**config.mk**
```make
export PLATFORM = sky130hd
export DESIGN_NAME = mem_port_arbiter_flat
export DESIGN_NICKNAME = d
export VERILOG_FILES = /design/src/rtl/mem_port_arbiter_pkg.sv /design/src/rtl/mem_port_arbiter_if.sv /design/src/rtl/mem_port_arbiter_burst_ctr.sv /design/src/rtl/mem_port_arbiter.sv /design/src/flat_wrapper.sv
export SDC_FILE = /design/constraint.sdc
export NUM_CORES = 1
export LEC_CHECK = 0
export CAP_MARGIN = 20
export CORE_ASPECT_RATIO = 0.7
export CORE_MARGIN = 1
export CORE_UTILIZATION = 40
export CTS_CLUSTER_SIZE = 10
export DETAILED_ROUTE_END_ITERATION = 8
export GPL_ROUTABILITY_DRIVEN = 0
export HOLD_SLACK_MARGIN = 0.03
export PLACE_DENSITY = 0.86
export SYNTH_ARGS = -nofsm -noshare
export SYNTH_HDL_FRONTEND = slang
export SYNTH_SLANG_ARGS = --single-unit
```
**constraint.sdc**
```tcl
create_clock -name clk -period 8.7 [get_ports clk]
set_clock_uncertainty 0.15 [all_clocks]
set_input_delay 1.305 -clock clk [delete_from_list [all_inputs] [get_ports clk]]
set_output_delay 1.305 -clock clk [all_outputs]
set_load 0.05 [all_outputs]
```
**src/rtl/mem_port_arbiter_pkg.sv**
```systemverilog
// Shared types and defaults for the data-memory port arbiter.
// Optional statistics counters are enabled with the ARB_STATS_EN macro.
package arb_pkg;

    localparam int ARB_BW         = 4;
    localparam int ARB_STARVE_LIM = 4;

    typedef enum logic {IDLE, HOST} arb_state_t;

    typedef enum logic [1:0] {GNT_NONE, GNT_CORE, GNT_HOST} gnt_sel_t;

    function automatic logic [15:0] sat_inc16(input logic [15:0] value);
        return (value == 16'hFFFF) ? value : value + 16'd1;
    endfunction

endpackage

```
**src/rtl/mem_port_arbiter_if.sv**
```systemverilog
// Core, host and memory-side signals of the arbiter.
// slave is the arbiter's view; master is the requester/memory view.
interface mem_port_arbiter_if #(
    parameter int AW = 8,
    parameter int DW = 8,
    parameter int BW = 4
);
    logic          core_req;
    logic          core_we;
    logic [AW-1:0] core_addr;
    logic [DW-1:0] core_wdata;
    logic          core_gnt;
    logic          core_stall;
    logic [DW-1:0] core_rdata;
    logic          core_rvalid;

    logic          host_req;
    logic          host_we;
    logic [AW-1:0] host_addr;
    logic [DW-1:0] host_wdata;
    logic [BW-1:0] host_burst_len;
    logic          host_gnt;
    logic [DW-1:0] host_rdata;
    logic          host_rvalid;
    logic          host_busy;

    logic          mem_wr_en;
    logic          mem_rd_en;
    logic [AW-1:0] mem_addr;
    logic [DW-1:0] mem_dat_in;
    logic [DW-1:0] mem_dat_out;

    modport slave (
        input  core_req, core_we, core_addr, core_wdata,
        output core_gnt, core_stall, core_rdata, core_rvalid,
        input  host_req, host_we, host_addr, host_wdata, host_burst_len,
        output host_gnt, host_rdata, host_rvalid, host_busy,
        output mem_wr_en, mem_rd_en, mem_addr, mem_dat_in,
        input  mem_dat_out
    );

    modport master (
        output core_req, core_we, core_addr, core_wdata,
        input  core_gnt, core_stall, core_rdata, core_rvalid,
        output host_req, host_we, host_addr, host_wdata, host_burst_len,
        input  host_gnt, host_rdata, host_rvalid, host_busy,
        input  mem_wr_en, mem_rd_en, mem_addr, mem_dat_in,
        output mem_dat_out
    );
endinterface

```
**src/rtl/mem_port_arbiter_burst_ctr.sv**
```systemverilog
// Burst ownership state machine and host starvation counter.
module arb_burst_ctr
    import arb_pkg::*;
#(
    parameter int BW         = ARB_BW,
    parameter int STARVE_LIM = ARB_STARVE_LIM,
    parameter int SW         = $clog2(STARVE_LIM + 1)
) (
    input  logic          clk,
    input  logic          reset,
    input  logic          host_req,
    input  logic          host_gnt,
    input  logic          core_gnt,
    input  logic [BW-1:0] host_burst_len,
    output arb_state_t    state,
    output logic [SW-1:0] starve_cnt
);

    localparam logic [SW-1:0] STARVE_MAX = SW'(STARVE_LIM);

    logic [BW-1:0] burst_rem;
    logic [BW-1:0] first_len_s;

    // Zero-length request still moves one beat
    always_comb begin
        if (host_burst_len == '0) begin
            first_len_s = BW'(1);
        end else begin
            first_len_s = host_burst_len;
        end
    end

    // Burst owner FSM: load on first beat, count down, abort when host drops req
    always_ff @(posedge clk or posedge reset) begin
        if (reset) begin
            state     <= IDLE;
            burst_rem <= '0;
        end else begin
            case (state)
                IDLE: begin
                    if (host_gnt && (first_len_s > BW'(1))) begin
                        state     <= HOST;
                        burst_rem <= first_len_s - BW'(1);
                    end else begin
                        state     <= IDLE;
                        burst_rem <= '0;
                    end
                end
                HOST: begin
                    if (!host_req || (burst_rem == BW'(1))) begin
                        state     <= IDLE;
                        burst_rem <= '0;
                    end else begin
                        state     <= HOST;
                        burst_rem <= burst_rem - BW'(1);
                    end
                end
                default: begin
                    state     <= IDLE;
                    burst_rem <= '0;
                end
            endcase
        end
    end

    // Saturating count of cycles the host waited behind the core
    always_ff @(posedge clk or posedge reset) begin
        if (reset) begin
            starve_cnt <= '0;
        end else if (host_gnt) begin
            starve_cnt <= '0;
        end else if (host_req && core_gnt && (starve_cnt < STARVE_MAX)) begin
            starve_cnt <= starve_cnt + SW'(1);
        end else begin
            starve_cnt <= starve_cnt;
        end
    end

endmodule

```
**src/rtl/mem_port_arbiter.sv**
```systemverilog
// Two-requester arbiter for the single-port data memory (core vs host loader).
// Define ARB_STATS_EN to add grant/conflict statistics counters.
module mem_port_arbiter
    import arb_pkg::*;
#(
    parameter int AW         = 8,
    parameter int DW         = 8,
    parameter int BW         = ARB_BW,
    parameter int STARVE_LIM = ARB_STARVE_LIM
) (
    input  logic                clk,
    input  logic                reset,
`ifdef ARB_STATS_EN
    output logic [15:0]         stat_core_grants,
    output logic [15:0]         stat_host_grants,
    output logic [15:0]         stat_conflicts,
`endif
    mem_port_arbiter_if.slave   bus
);

    localparam int SW = $clog2(STARVE_LIM + 1);
    localparam logic [SW-1:0] STARVE_MAX = SW'(STARVE_LIM);

    arb_state_t    state;
    logic [SW-1:0] starve_cnt;
    gnt_sel_t      sel_s;
    logic          core_gnt_s;
    logic          host_gnt_s;

    arb_burst_ctr #(
        .BW         (BW),
        .STARVE_LIM (STARVE_LIM),
        .SW         (SW)
    ) u_burst_ctr (
        .clk            (clk),
        .reset          (reset),
        .host_req       (bus.host_req),
        .host_gnt       (host_gnt_s),
        .core_gnt       (core_gnt_s),
        .host_burst_len (bus.host_burst_len),
        .state          (state),
        .starve_cnt     (starve_cnt)
    );

    // Zero-bubble grant choice; a burst owner or a starved host beats the core
    always_comb begin
        sel_s = GNT_NONE;
        if (reset) begin
            sel_s = GNT_NONE;
        end else if (state == HOST) begin
            sel_s = bus.host_req ? GNT_HOST : GNT_NONE;
        end else if (bus.host_req && (!bus.core_req || (starve_cnt == STARVE_MAX))) begin
            sel_s = GNT_HOST;
        end else if (bus.core_req) begin
            sel_s = GNT_CORE;
        end else begin
            sel_s = GNT_NONE;
        end
    end

    assign core_gnt_s     = (sel_s == GNT_CORE);
    assign host_gnt_s     = (sel_s == GNT_HOST);
    assign bus.core_gnt   = core_gnt_s;
    assign bus.host_gnt   = host_gnt_s;
    assign bus.core_stall = bus.core_req & ~core_gnt_s;
    assign bus.host_busy  = (state == HOST);

    // Memory port steered from the granted requester, quiet otherwise
    always_comb begin
        bus.mem_wr_en  = 1'b0;
        bus.mem_rd_en  = 1'b0;
        bus.mem_addr   = '0;
        bus.mem_dat_in = '0;
        case (sel_s)
            GNT_CORE: begin
                bus.mem_wr_en  = bus.core_we;
                bus.mem_rd_en  = ~bus.core_we;
                bus.mem_addr   = bus.core_addr;
                bus.mem_dat_in = bus.core_wdata;
            end
            GNT_HOST: begin
                bus.mem_wr_en  = bus.host_we;
                bus.mem_rd_en  = ~bus.host_we;
                bus.mem_addr   = bus.host_addr;
                bus.mem_dat_in = bus.host_wdata;
            end
            default: begin
                bus.mem_wr_en  = 1'b0;
                bus.mem_rd_en  = 1'b0;
                bus.mem_addr   = '0;
                bus.mem_dat_in = '0;
            end
        endcase
    end

    // Core read return: capture load data one cycle after the grant
    always_ff @(posedge clk or posedge reset) begin
        if (reset) begin
            bus.core_rdata  <= '0;
            bus.core_rvalid <= 1'b0;
        end else if (core_gnt_s && !bus.core_we) begin
            bus.core_rdata  <= bus.mem_dat_out;
            bus.core_rvalid <= 1'b1;
        end else begin
            bus.core_rdata  <= bus.core_rdata;
            bus.core_rvalid <= 1'b0;
        end
    end

    // Host read return: same one-cycle latency as the core side
    always_ff @(posedge clk or posedge reset) begin
        if (reset) begin
            bus.host_rdata  <= '0;
            bus.host_rvalid <= 1'b0;
        end else if (host_gnt_s && !bus.host_we) begin
            bus.host_rdata  <= bus.mem_dat_out;
            bus.host_rvalid <= 1'b1;
        end else begin
            bus.host_rdata  <= bus.host_rdata;
            bus.host_rvalid <= 1'b0;
        end
    end

`ifdef ARB_STATS_EN
    // Saturating grant and conflict statistics
    always_ff @(posedge clk or posedge reset) begin
        if (reset) begin
            stat_core_grants <= 16'd0;
            stat_host_grants <= 16'd0;
            stat_conflicts   <= 16'd0;
        end else begin
            stat_core_grants <= core_gnt_s ? sat_inc16(stat_core_grants) : stat_core_grants;
            stat_host_grants <= host_gnt_s ? sat_inc16(stat_host_grants) : stat_host_grants;
            stat_conflicts   <= (bus.core_req && bus.host_req) ? sat_inc16(stat_conflicts)
                                                               : stat_conflicts;
        end
    end
`endif

endmodule

```
**src/flat_wrapper.sv**
```systemverilog
// flat-port wrapper written by rule: the top's interface ports become plain ports
module mem_port_arbiter_flat import arb_pkg::*;
#(
    parameter int AW         = 8,
    parameter int DW         = 8,
    parameter int BW         = ARB_BW,
    parameter int STARVE_LIM = ARB_STARVE_LIM
)
  (clk, reset, bus_core_req, bus_core_we, bus_core_addr, bus_core_wdata, bus_core_gnt, bus_core_stall, bus_core_rdata, bus_core_rvalid, bus_host_req, bus_host_we, bus_host_addr, bus_host_wdata, bus_host_burst_len, bus_host_gnt, bus_host_rdata, bus_host_rvalid, bus_host_busy, bus_mem_wr_en, bus_mem_rd_en, bus_mem_addr, bus_mem_dat_in, bus_mem_dat_out);
  mem_port_arbiter_if #(.AW(AW), .DW(DW), .BW(BW)) bus_i ();
  input  logic clk;
  input  logic reset;
  input wire logic [$bits(bus_i.core_req)-1:0] bus_core_req;
  input wire logic [$bits(bus_i.core_we)-1:0] bus_core_we;
  input wire logic [$bits(bus_i.core_addr)-1:0] bus_core_addr;
  input wire logic [$bits(bus_i.core_wdata)-1:0] bus_core_wdata;
  output wire logic [$bits(bus_i.core_gnt)-1:0] bus_core_gnt;
  output wire logic [$bits(bus_i.core_stall)-1:0] bus_core_stall;
  output wire logic [$bits(bus_i.core_rdata)-1:0] bus_core_rdata;
  output wire logic [$bits(bus_i.core_rvalid)-1:0] bus_core_rvalid;
  input wire logic [$bits(bus_i.host_req)-1:0] bus_host_req;
  input wire logic [$bits(bus_i.host_we)-1:0] bus_host_we;
  input wire logic [$bits(bus_i.host_addr)-1:0] bus_host_addr;
  input wire logic [$bits(bus_i.host_wdata)-1:0] bus_host_wdata;
  input wire logic [$bits(bus_i.host_burst_len)-1:0] bus_host_burst_len;
  output wire logic [$bits(bus_i.host_gnt)-1:0] bus_host_gnt;
  output wire logic [$bits(bus_i.host_rdata)-1:0] bus_host_rdata;
  output wire logic [$bits(bus_i.host_rvalid)-1:0] bus_host_rvalid;
  output wire logic [$bits(bus_i.host_busy)-1:0] bus_host_busy;
  output wire logic [$bits(bus_i.mem_wr_en)-1:0] bus_mem_wr_en;
  output wire logic [$bits(bus_i.mem_rd_en)-1:0] bus_mem_rd_en;
  output wire logic [$bits(bus_i.mem_addr)-1:0] bus_mem_addr;
  output wire logic [$bits(bus_i.mem_dat_in)-1:0] bus_mem_dat_in;
  input wire logic [$bits(bus_i.mem_dat_out)-1:0] bus_mem_dat_out;
  assign bus_i.core_req = bus_core_req;
  assign bus_i.core_we = bus_core_we;
  assign bus_i.core_addr = bus_core_addr;
  assign bus_i.core_wdata = bus_core_wdata;
  assign bus_core_gnt = bus_i.core_gnt;
  assign bus_core_stall = bus_i.core_stall;
  assign bus_core_rdata = bus_i.core_rdata;
  assign bus_core_rvalid = bus_i.core_rvalid;
  assign bus_i.host_req = bus_host_req;
  assign bus_i.host_we = bus_host_we;
  assign bus_i.host_addr = bus_host_addr;
  assign bus_i.host_wdata = bus_host_wdata;
  assign bus_i.host_burst_len = bus_host_burst_len;
  assign bus_host_gnt = bus_i.host_gnt;
  assign bus_host_rdata = bus_i.host_rdata;
  assign bus_host_rvalid = bus_i.host_rvalid;
  assign bus_host_busy = bus_i.host_busy;
  assign bus_mem_wr_en = bus_i.mem_wr_en;
  assign bus_mem_rd_en = bus_i.mem_rd_en;
  assign bus_mem_addr = bus_i.mem_addr;
  assign bus_mem_dat_in = bus_i.mem_dat_in;
  assign bus_i.mem_dat_out = bus_mem_dat_out;
  mem_port_arbiter #(.AW(AW), .DW(DW), .BW(BW), .STARVE_LIM(STARVE_LIM)) u_core (.clk(clk), .reset(reset), .bus(bus_i));
endmodule
```
==> summary.txt <==
run status: completed
required arrival time at the worst endpoint: 7240 ps
family with the most delay on the worst path: buffers and inverters
CTS Sinks: 26
total DRC errors in the routed layout: 0
count of nets after finishing: 272
leakage dissipation: 1.06 nW
post-detailed-route via-to-cell ratio: 5.23
worst reg2reg path depth: 7
Die Area: 0.00391 mm^2
Area growth, synth to finish: 67.8%
fraction of registers with async set/reset: 100%
ratio of total power to cell area: 215 mW/mm^2
insertion delay of the later-clocked pin in the worst-skew pair: 260 ps
post-route total power: 0.528 mW
peak supply drop: 0.000114 V
Final Hold Vio Count: 0
Antenna Diode Count: 0
leading area contributor after synthesis: sky130_fd_sc_hd__dfrtp_1
dominant cell by count in the synthesized netlist: sky130_fd_sc_hd__dfrtp_1
final period demand of the worst path: 6570 ps
setup fix buffers added after clock tree synthesis: 0
Mapped Avg Cell Area: 11.6 um^2
clock-pin slew reported for the worst setup and hold paths after clock tree synthesis: 80 ps
Setup violations, final: 0
setup repair after global routing missed its margin: false
half-perimeter wire length after placement: 3600 um
share of the synthesized area in the top cell type: 44.4%
relative slew slack: 30.1%
cell count after synthesis: 126
final sum of negative setup slack: 0 ps
number of inserted filler cells in the final layout: 232
Worst Tran Pin Value: 1050 ps
die extent in x: 74.3 um
WHS Endpoint: u_core.bus.core_rdata[6]
worst hold start: u_core.bus.core_rdata[6]
mapped cell area: 0.00146 mm^2
register area share after synthesis: 44.4%
root buffer cell: sky130_fd_sc_hd__clkbuf_8
FP Rows: 17
via count: 1359
worst r2r dst: u_core.bus.host_rdata[0]
final count of pins violating max slew: 0
Routed Antenna Nets: 0
buffer depth of the longest clock path: 2
global route total overflow: 0
Initial Util: 44.1%
unique cell type count in the Yosys netlist: 28
most used flip-flop cell after synthesis: sky130_fd_sc_hd__dfrtp_1
WL final: 4370 um
Core Box Area: 0.00332 mm^2
final critical-path share of the clock period: 75.5%
Net Count, Synth: 184
stages on the worst setup path: 9
area taken by flip-flops and latches: 651 um^2
FMAX: 0.152 GHz
largest net degree at the start of global routing: 29
buffers and inverters on the worst path: 5
delay contributed by the slowest stage of the critical path: 830 ps
cells along the critical path: clkdlybuf4s50_1, inv_1, buf_4, o211a_1, inv_1, ha_1, nor2b_1, a32o_1, clkdlybuf4s50_1
critical path launch point type: primary input
CTS Hold Buffers Added: 0
count of maximum capacitance violations: 0
boundary pin count: 90
first-pass GRT wire length: 6840 um
fraction of final layout cells sized beyond drive strength 1: 11.3%
post-cts resize count: 0
number of global-route vias before repair: 1346
flop-to-flop setup slack: 5470 ps
Routed wire per std cell: 16.8 um
number of levels the H-tree was split into: 1
largest driver fanout on the critical path: 28
floorplan die height: 52.6 um
count of flip-flops with a built-in enable after synthesis: 0
Starting DRT DRC Count: 86
path type of the worst setup path: primary input to output port
CP endpoint kind: output port
worst hold-check path type: flip-flop to flip-flop
area used by multi-input combinational logic: 721 um^2
Yosys reg bits: 26
reg-to-reg startpoint: u_core.u_burst_ctr.starve_cnt[0]
most frequent cells after synthesis: 26 x sky130_fd_sc_hd__dfrtp_1, 15 x sky130_fd_sc_hd__a32o_1, 15 x sky130_fd_sc_hd__inv_1
CTS tree: built
first drt pass iteration count: 4
share of the core filled with cells: 74.0%
total global-route track usage: 24.2%
antenna violations before repair: 0
CTS buffer count: 3
slowest cell on the critical path: sky130_fd_sc_hd__nor2b_1
hold path depth: 1
arrival time worst endpoint: 5110 ps
total of buffers placed on input and output ports: 89
number of synthesis warnings: 0
top cells by area, synth: sky130_fd_sc_hd__dfrtp_1 44%, sky130_fd_sc_hd__a32o_1 10%, sky130_fd_sc_hd__mux2_4 8.2%
-- layout make-up --
type | instances | share of cell area [%]
repair buffers | 90 | 36.6
multi-input cells | 78 | 29.3
flip-flops and latches | 26 | 26.5
well taps | 47 | 2.39
inverters | 15 | 2.29
clock buffers | 3 | 1.68
clock inverters | 1 | 1.22
-- logic make-up (layout without fill, tap and decap cells) --
family | Yosys count | after routing | share of synthesized area (%)
AOI/OAI and AO/OA | 27 | 27 | 16.3
xor gates and xnor gates | 4 | 4 | 2.39
adders and majority gates | 8 | 8 | 6.84
buffers and inverters | 22 | 109 | 6.32
DFF | 26 | 26 | 44.4
muxes | 17 | 17 | 15.0
and+or+nand+nor | 22 | 22 | 8.63
-- registers in the layout (all words and copies together) (netlist names) --
| register | flops |
|---|---|
| u_core.u_burst_ctr.starve_cnt | 3 |
| u_core.bus.host_rdata | 8 |
| u_core.u_burst_ctr.state | 1 |
| u_core.u_burst_ctr.burst_rem | 4 |
| u_core.bus.host_rvalid | 1 |
| u_core.bus.core_rdata | 8 |
| u_core.bus.core_rvalid | 1 |
-- report_power, final --
part / switching [mW] / total (mW) / internal, mW
combinational: 0.155 / 0.262 / 0.108
clock: 0.0351 / 0.0966 / 0.0615
sequential: 0.0191 / 0.170 / 0.151
total: 0.209 / 0.528 / 0.320
-- worst max path at each step --
stage	from	endpoint	slack, ps
after floorplan	reset	bus_mem_rd_en	3150
after global placement	reset	bus_mem_rd_en	2390
after detailed placement	reset	bus_mem_addr[3]	2180
after CTS	reset	bus_mem_addr[3]	2190
after global routing	reset	bus_mem_dat_in[2]	1950
final	reset	bus_mem_addr[3]	2130
-- layout by cell type, fill, tap and decap left out --
| cell | n |
|---|---|
| sky130_fd_sc_hd__o22ai_1 | 4 |
| sky130_fd_sc_hd__a32o_1 | 15 |
| sky130_fd_sc_hd__a211o_1 | 1 |
| sky130_fd_sc_hd__nor2b_1 | 2 |
| sky130_fd_sc_hd__clkdlybuf4s50_1 | 89 |
| sky130_fd_sc_hd__o311ai_0 | 1 |
| sky130_fd_sc_hd__nor2_1 | 6 |
| sky130_fd_sc_hd__a22oi_1 | 2 |
| sky130_fd_sc_hd__nand3b_1 | 2 |
| sky130_fd_sc_hd__ha_1 | 8 |
| sky130_fd_sc_hd__nor3_1 | 5 |
| sky130_fd_sc_hd__or2_2 | 1 |
| sky130_fd_sc_hd__and3_4 | 1 |
| sky130_fd_sc_hd__a31oi_1 | 1 |
| sky130_fd_sc_hd__bufinv_16 | 1 |
| sky130_fd_sc_hd__xnor2_1 | 4 |
| sky130_fd_sc_hd__or4_4 | 1 |
| sky130_fd_sc_hd__mux2i_1 | 1 |
| sky130_fd_sc_hd__buf_4 | 1 |
| sky130_fd_sc_hd__nand2b_1 | 1 |
| sky130_fd_sc_hd__nand2_1 | 1 |
| sky130_fd_sc_hd__clkbuf_8 | 3 |
| sky130_fd_sc_hd__inv_1 | 15 |
| sky130_fd_sc_hd__o211a_1 | 2 |
| sky130_fd_sc_hd__mux2_2 | 8 |
| sky130_fd_sc_hd__dfrtp_1 | 26 |
| sky130_fd_sc_hd__a21oi_1 | 1 |
| sky130_fd_sc_hd__and2_1 | 2 |
| sky130_fd_sc_hd__mux2_4 | 8 |
-- stage by stage --
stage          cells  worst slack (ps)  area, um^2  hold WS, ps
3_5_place_dp     256              2180        2380          346
6_report         260              2130        2460          366
4_1_cts          260              2190        2460          370
3_3_place_gp     256              2390        2380          342
2_1_floorplan    126              3150        1460          340
5_1_grt          260              1950        2460          383
-- worst reg2reg max path: cells and delay by family, from the launching register on --
family | cells | cell delay (ps)
flip-flops | 1 | 400
multiplexers | 1 | 420
AO/OA/AOI/OAI | 1 | 510
adder cells (fa/ha/maj) | 2 | 610
buffers and inverters | 1 | 100
AND/OR/NAND/NOR | 2 | 910
-- per-layer routing --
layer / routed length, um / vias to the layer above / part of all wire, % / track usage, %
li1: - / 632 / - / -
met1: 2040 / 666 / 47 / 34.6
met2: 2020 / 55 / 46 / 38.8
met3: 268 / 6 / 6.1 / 5.19
met4: 37 / 0 / 0.85 / 2.52
met5: 0 / - / 0 / 0
Power figures use the tool's default switching activity.
